===== src/rtl/bg_block_scheduler.sv =====
// Background block traffic sequencer: saves the dirty 16-pixel block and loads the next one
// between the backend's single-line BG cache and VRAM, pausing the pixel pipeline meanwhile.
module bg_block_scheduler (
   input  logic         clk,
   input  logic         i_rst,
   input  logic         i_startPrimitive,
   input  logic         i_blockDone,
   input  logic         i_endPrimitive,
   input  logic         i_needBGRead,
   input  logic [14:0]  i_loadAdr,
   input  logic [14:0]  i_saveAdr,
   input  logic [255:0] i_saveData,
   input  logic [15:0]  i_saveMask,
   output logic         o_pausePipeline,
   output logic         o_flushClearMask,
   output logic         o_memReq,
   output logic         o_memWrite,
   output logic [14:0]  o_memAdr,
   output logic [15:0]  o_memMask,
   output logic [255:0] o_memWriteData,
   input  logic         i_memAck,
   input  logic         i_memReadValid,
   input  logic [255:0] i_memReadData,
   output logic         o_importBGBlockSingleClock,
   output logic [255:0] o_importedBGBlock,
   output logic         o_busy,
   output logic         o_error
);

   localparam logic [2:0] IDLE      = 3'd0;
   localparam logic [2:0] SAVE_REQ  = 3'd1;
   localparam logic [2:0] LOAD_REQ  = 3'd2;
   localparam logic [2:0] LOAD_WAIT = 3'd3;
   localparam logic [2:0] IMPORT    = 3'd4;
   localparam logic [2:0] FLUSH     = 3'd5;

   logic [2:0]   state;
   logic [2:0]   nextState;
   logic [14:0]  saveAdr;
   logic [14:0]  loadAdr;
   logic [255:0] saveData;
   logic [15:0]  saveMask;
   logic         needLatched;
   logic         endLatched;
   logic         isIdle;
   logic         anyTrigger;
   logic         leaveIdle;
   logic         readAccept;
   logic         errorSet;

   // Next-state selection; triggers are only honoured in IDLE with end > done > start priority.
   always_comb begin
      nextState = state;
      case (state)
         IDLE: begin
            if (i_endPrimitive) begin
               nextState = (|i_saveMask) ? SAVE_REQ : FLUSH;
            end else if (i_blockDone) begin
               if (|i_saveMask) begin
                  nextState = SAVE_REQ;
               end else if (i_needBGRead) begin
                  nextState = LOAD_REQ;
               end
            end else if (i_startPrimitive) begin
               if (i_needBGRead) begin
                  nextState = LOAD_REQ;
               end
            end
         end
         SAVE_REQ: begin
            if (i_memAck) begin
               if (endLatched) begin
                  nextState = FLUSH;
               end else if (needLatched) begin
                  nextState = LOAD_REQ;
               end else begin
                  nextState = IDLE;
               end
            end
         end
         LOAD_REQ: begin
            if (i_memAck) begin
               nextState = i_memReadValid ? IMPORT : LOAD_WAIT;
            end
         end
         LOAD_WAIT: begin
            if (i_memReadValid) begin
               nextState = IMPORT;
            end
         end
         IMPORT:  nextState = IDLE;
         FLUSH:   nextState = IDLE;
         default: nextState = IDLE;
      endcase
   end

   // Read data is accepted in LOAD_WAIT, or when it arrives together with the load ack.
   always_comb begin
      isIdle     = (state == IDLE);
      anyTrigger = i_startPrimitive | i_blockDone | i_endPrimitive;
      leaveIdle  = isIdle & (nextState != IDLE);
      readAccept = i_memReadValid &
                   ((state == LOAD_WAIT) | ((state == LOAD_REQ) & i_memAck));
      errorSet   = (anyTrigger & ~isIdle) |
                   (i_memReadValid & ~readAccept) |
                   (i_memAck & ~o_memReq);
   end

   // State register and the block context captured alongside each trigger.
   always_ff @(posedge clk or posedge i_rst) begin
      if (i_rst) begin
         state       <= IDLE;
         saveAdr     <= '0;
         loadAdr     <= '0;
         saveData    <= '0;
         saveMask    <= '0;
         needLatched <= 1'b0;
         endLatched  <= 1'b0;
      end else begin
         state <= nextState;
         if (isIdle && anyTrigger) begin
            needLatched <= i_needBGRead;
            endLatched  <= i_endPrimitive;
            if (i_endPrimitive || i_blockDone) begin
               saveAdr  <= i_saveAdr;
               saveData <= i_saveData;
               saveMask <= i_saveMask;
            end
            if (!i_endPrimitive) begin
               loadAdr <= i_loadAdr;
            end
         end
      end
   end

   // Imported block and the sticky protocol-violation flag.
   always_ff @(posedge clk or posedge i_rst) begin
      if (i_rst) begin
         o_importedBGBlock <= '0;
         o_error           <= 1'b0;
      end else begin
         if (readAccept) begin
            o_importedBGBlock <= i_memReadData;
         end
         if (errorSet) begin
            o_error <= 1'b1;
         end
      end
   end

   // Command fields come straight from the state and captured registers, so they hold until ack.
   always_comb begin
      o_memReq                   = (state == SAVE_REQ) | (state == LOAD_REQ);
      o_memWrite                 = (state == SAVE_REQ);
      o_memAdr                   = '0;
      o_memMask                  = '0;
      o_memWriteData             = '0;
      if (state == SAVE_REQ) begin
         o_memAdr       = saveAdr;
         o_memMask      = saveMask;
         o_memWriteData = saveData;
      end else if (state == LOAD_REQ) begin
         o_memAdr = loadAdr;
      end
      o_importBGBlockSingleClock = (state == IMPORT);
      o_flushClearMask           = (state == FLUSH);
      o_busy                     = ~isIdle;
      o_pausePipeline            = ~i_rst & (~isIdle | leaveIdle);
   end

endmodule


===== config.mk =====
export PLATFORM = sky130hd
export DESIGN_NAME = bg_block_scheduler
export DESIGN_NICKNAME = d
export VERILOG_FILES = /design/src/rtl/bg_block_scheduler.sv
export SDC_FILE = /design/constraint.sdc
export NUM_CORES = 1
export LEC_CHECK = 0
export ABC_AREA = 1
export CORE_AREA = 2 2 431 433
export DETAILED_ROUTE_END_ITERATION = 10
export DIE_AREA = 0 0 433 435
export DONT_BUFFER_PORTS = 1
export GPL_TIMING_DRIVEN = 0
export SETUP_SLACK_MARGIN = 0.05
export SYNTH_ARGS = -nofsm -noshare
export SYNTH_HDL_FRONTEND = slang
export SYNTH_SLANG_ARGS = --single-unit

===== constraint.sdc =====
create_clock -name clk -period 18.3 [get_ports clk]
set_clock_uncertainty 0.15 [all_clocks]
set_input_delay 3.66 -clock clk [delete_from_list [all_inputs] [get_ports clk]]
set_output_delay 3.66 -clock clk [all_outputs]
set_load 0.02 [all_outputs]

# --- Word level (Yosys, flattened, before mapping) ---
# Index checks and enable logic that the tools add are counted.
word_totals:
  wordCells: 57
  output_inout_bits: 550
  ff_bits: 564
  input_bits: 566
op_classes:
  bitwise: 19
  n_reduce_logical: 7
  n_mux: 17
  eq_ne: 5
ops:
  columns: ["op", "n"]
  rows:
  - ["two-way mux 256 bit", 1]
  - ["two-way mux 3 bit", 11]
  - ["two-way mux 15 bit", 2]
  - ["two-way mux 16 bit", 1]
  - ["OR reduction 16 bit", 1]
  - ["case mux 3 bit (4 select lines)", 1]
  - ["bitwise AND 1 bit", 7]
  - ["OR 1 bit", 7]
  - ["== test 3 x 2 -> 1 bit, second input constant", 2]
  - ["== test 3 bit, second input constant", 2]
  - ["NOT 1 bit", 5]
  - ["AND reduction 2 bit", 2]
  - ["== test 3 x 1 -> 1 bit, second input constant", 1]
  - ["zero test 3 bit", 1]
  - ["nonzero test 3 bit", 1]
  - ["two-way mux 2 bit", 1]
  - ["logical AND 1 bit", 1]
  - ["logical OR 1 bit", 1]

# --- Depth between registers and ports, before layout ---
depth:
  ltp_word: 9
  ltp_mapped: 12
  ltp_nobuf: 11

# --- Least setup slack after synthesis ---
# Ideal clock, no wire load.
synth_path:
  path_type: "input to output"
  startpoint: "in i_memAck"
  endpoint: "out o_pausePipeline"
  n_path_buf: 1
  setup_slack_ps: 9870
  path_stages: 11
  arrival_time_ps: 4620
  required_time_ps: 14490
  cell_sequence: "nor2_1 -> nor2_2 -> nand2_2 -> buf_6 -> nand2_1 -> inv_1 -> nand2_1 -> nor2_1 -> nand3_1 -> nor2_1 -> nor2_1"
synth_via:
  elab_chain_cells: 6
  elab_cells_between_ends: 7
  classes_between: "mux: 3; bitwise: 3; reduce/logical: 1"
synth_lines:
  columns: ["item", "line_no", "source"]
  rows:
  - ["start: declaration", "21", "input logic i_memAck,"]
  - ["two-way mux 3 bit (on tied branches)", "82, 71", null]
  - ["case mux 3 bit (4 select lines) *", "54", "case (state)"]
  - ["nonzero test 3 bit *", "101", "leaveIdle = isIdle & (nextState != IDLE);"]
  - ["bitwise AND 1 bit *", "101", null]
  - ["OR 1 bit *", "168", "o_pausePipeline = ~i_rst & (~isIdle | leaveIdle);"]
  - ["bitwise AND 1 bit *", "168", null]
  - ["end: declaration", "14", "output logic o_pausePipeline,"]
# Every way passes the cells marked *; elsewhere a longest branch is shown, timed or not.

# --- Worst setup path in the final report ---
layout_path:
  startpoint: "in i_saveMask[12]"
  endpoint: "out o_pausePipeline"
layout_via:
  elab_chain_cells: 9
  elab_cells_between_ends: 10
  classes_between: "mux: 5; bitwise: 3; reduce/logical: 2"
layout_lines:
  columns: ["item", "line_no", "source"]
  rows:
  - ["start: declaration", "13", "input logic [15:0] i_saveMask,"]
  - ["OR reduction 16 bit *", "57, 59", null]
  - ["two-way mux 3 bit", "59", "if (|i_saveMask) begin"]
  - ["two-way mux 3 bit", "58", "end else if (i_blockDone) begin"]
  - ["two-way mux 3 bit *", "56", "if (i_endPrimitive) begin"]
  - ["case mux 3 bit (4 select lines) *", "54", null]
  - ["nonzero test 3 bit *", "101", null]
  - ["bitwise AND 1 bit *", "101", null]
  - ["OR 1 bit *", "168", null]
  - ["bitwise AND 1 bit *", "168", null]
# Marked as above.

==> summary.txt <==
Worst setup path
  • Worst setup EP type: primary output
  • Req. time, crit path: 14.49 ns
  • Critical Path AT: about 5.4 ns
  • Highest net fanout along the worst path: 3
  • Launching point of the worst reg2reg path: state[0]$_DFF_PP0_
  • Sequence of cells on the critical path: nor2_1, nand2_1, nor2_1, nand3_1, nand2_1, nor2_1, nand3_1, nor2_1, nor2_1
  • Cell family contributing the most delay on the critical path: simple AND/OR/NAND/NOR gates
  • WP buf/inv: 0
  • Largest incremental delay on the critical path: 0.61 ns
  • Slowest CP cell: nor2_1
  • Worst path most repeated cell: nor2_1
  • Launch point of the critical path: i_saveMask[12]
  • Path type of the worst setup path: in2out
  • Setup crit start kind: input port

Cells and area
  • Layout cell share with drive strength beyond 1: 22.2%
  • Growth of design area from synthesis to finish: 24.3%
  • NumNets Final: 2848
  • Final non-filler cell total: just under 5000
  • Final cell utilization of the core: 16.1%

Detailed routing
  • Routed met1 length: 49.7 mm
  • Routed via count divided by cell count: 3.52
  • Drc violations: 0
  • Starting DRT DRC Count: 1362
  • Number of detailed-routing iterations run before antenna repair: 7
  • Routed wl met2: around 64 mm
  • Number of vias in the routed layout: ~17000
  • Post-detailed-route count of antenna-violating nets: 0
  • Met3 wire len: 17.3 mm
  • Topmost layer with routed signal wires: met5
  • Wire length after detailed routing: about 140 mm
  • Final routed wire length divided by cell count: ~29 µm

Power
  • Overall power of the completed layout: a little under 7 mW
  • Clk pwr share: 20.2%
  • Logic pwr share: 41.3%
  • Share of power burned in registers: around 39%
  • Switching share of power: 50.0%
  • Internal: 3.46 mW
  • Cell area power density: 233 nW/µm²
  • Worst vdd rail ir drop: 0.000133 V
  • Net load switching power: between 3 and 4 mW
  • Leakage Power: about 14 nW

Min path
  • Classification of the worst-slack hold path: reg2reg
  • Worst Hold Launch: state[2]$_DFF_PP0_

Yosys
  • Leading area contributor after synthesis: dfrtp_1
  • Warnings, synthesis: 0
  • Mean instance size in the synthesized netlist: 10.9 µm²
  • Top cell type's share of synthesized area: 59.0%
  • Synth unique cells: 21
  • Flops & latches, synth: about 560
  • Mapped Area: 23900 µm²
  • Synthesized netlist net count: 2763
  • Cells taking the most area after synthesis: dfrtp_1 59%, mux2_4 14%, nor2_1 8.9%
  • Number of instances in the synthesized netlist: 2197
  • Sequential cell area fraction in the yosys report: 59.0%

Placement
  • Port Buf Inserts: 0
  • Cell Count Post-Placement: between 4000 and 5000
  • HPWL after detailed placement: 119 mm
  • Gp weighted congestion: 1.15
  • Minimum setup slack after placement: 9.08 ns

Flow run
  • Max capacitance violation total: 0

Clock network
  • Number of hold-repair buffers added at the cts stage: 0
  • CTS clk-pin slew, worst paths: 0.05 ns
  • Clock tree root driver cell: clkbuf_16
  • Maximum level of the CTS H-tree: 3
  • TritonCTS clock tree: done
  • Insertion delay to the later sink of the worst-skew pair: 0.66 ns
  • CTS Buffer Depth: 3
  • Count of instances resized after the clock tree is built: 0
  • Sinks on Clock Net: 564
  • Post-CTS Setup Repair Bufs: 0
  • Number of buffers created by CTS: 67

Global routing
  • Number of antenna violations at the first check in global routing: 73
  • GRT Resource Usage Total: 14.2%
  • Wire length of the first global-routing pass: 175 mm
  • Number of global-route vias before repair: 16700
  • Pin count of the biggest net entering global routing: 44
  • Remaining global-route overflow: 0

Timing
  • Worst setup margin: 9.13 ns
  • Final number of max-transition violations: 0
  • Maximum frequency from static timing analysis: 109 MHz
  • Summed negative setup slack over all endpoints: 0 ns
  • Endpoints failing setup: 0
  • Measured slew at the worst slew-check pin: 1.24 ns
  • Shortest clock period the worst path allows after layout: 9.17 ns
  • Share of the cycle needed by the critical path after routing: about half
  • Final Hold Fails: 0
  • Unrepaired setup endpoints after global routing: false
  • Worst max-slew margin expressed relative to the limit: between 10% and 20%

Floorplan
  • Vert. Die Dim: about 440 µm
  • Count of standard-cell rows: between 150 and 200
  • Starting Density: 13.0%
  • Area of the core region: 184000 µm²
  • I/O pin count: about 1100
  • Die outline width: roughly 430 µm
  • Overall die area: ~190000 µm²

Status
  • Run status: finished, final reports clean
==> per-layer routing <==
layer | vias to the layer above | GRT usage (%)
li1 | 7114 | -
met1 | 8623 | 15.3
met2 | 1000 | 22.1
met3 | 288 | 7.75
met4 | 40 | 7.86
met5 | - | 0
==> layout by cell type (no fill, tap or decap), drive strengths merged <==
| master | count |
|---|---|
| a21oi | 275 |
| clkinv | 16 |
| buf | 123 |
| o21ai | 4 |
| diode | 33 |
| clkinvlp | 8 |
| a22o | 15 |
| nor2 | 568 |
| dfrtp | 564 |
| clkbuf | 105 |
| bufinv | 4 |
| inv | 291 |
| mux2 | 271 |
| nor3 | 5 |
| nand3 | 7 |
| a211oi | 1 |
| nand2 | 76 |
==> worst paths after layout <==
kind | end | cells after the start | slack, ns
worst max register to register | o_error$_DFFE_PP0P_ | 6 | 15.67
min in group asynchronous | saveData[249]$_DFFE_PP0P_ | 1 | 2.77
worst max-delay path | o_pausePipeline | 9 | 9.13
max in group asynchronous | o_importedBGBlock[159]$_DFFE_PP0P_ | 8 | 13.01
worst min register to register | state[2]$_DFF_PP0_ | 1 | 0.30
worst min-delay path | state[2]$_DFF_PP0_ | 1 | 0.30
==> Yosys cell counts <==
library cell / n
nor2_1: 566
nand3_2: 1
a211oi_1: 1
dfrtp_1: 564
o21ai_0: 3
nand2_1: 75
a22o_1: 15
buf_6: 27
inv_2: 4
o21ai_2: 1
mux2_2: 41
inv_1: 283
clkbuf_1: 17
buf_4: 4
buf_2: 76
mux2_4: 230
nand3_1: 6
nand2_2: 1
a21oi_1: 275
nor3_1: 5
nor2_2: 2
==> power groups by stage <==
| stage | registers (mW) | logic [mW] | clock network (mW) |
|---|---|---|---|
| 3_5_place_dp | 2.68 | 2.88 | 0 |
| 5_1_grt | 2.73 | 3.06 | 1.50 |
| 4_1_cts | 2.66 | 2.90 | 1.45 |
| 3_3_place_gp | 2.68 | 2.83 | 0 |
| 6_report | 2.66 | 2.86 | 1.40 |
| 2_1_floorplan | 2.46 | 1.95 | 0 |
==> sequential cells by signal, summed over array words and instances (netlist names) <==
| register | cells |
|---|---|
| endLatched | 1 |
| loadAdr | 15 |
| needLatched | 1 |
| saveMask | 16 |
| saveData | 256 |
| o_importedBGBlock | 256 |
| state | 3 |
| saveAdr | 15 |
| o_error | 1 |
==> cells by family after synthesis <==
group	count (synthesis)	synth area share, %
AO/OA/AOI/OAI	295	6.44
multiplexers	271	16.4
AND/OR/NAND/NOR	656	10.4
buffers and inverters	411	7.76
flip-flops	564	59.0
==> area by class of cell <==
cell class / instances / area [µm²]
Clock buffer: 88 / 1900
Inverter: 287 / 1080
Tap cell: 2480 / 3100
Fill cell: 20400 / 154000
Multi-Input combinational cell: 1222 / 7950
Antenna cell: 33 / 82.6
Buffer: 124 / 779
Timing Repair Buffer: 16 / 323
Clock inverter: 32 / 384
Sequential cell: 564 / 14100
==> through the flow <==
step | instance area, µm² | hold slack [ns]
after floorplan | 23900 | 0.270
after global placement | 27000 | 0.289
after detailed placement | 27300 | 0.289
after CTS | 29600 | 0.300
after global routing | 29700 | 0.338
final | 29700 | 0.301
No activity file was read; power rests on OpenSTA's default activity.
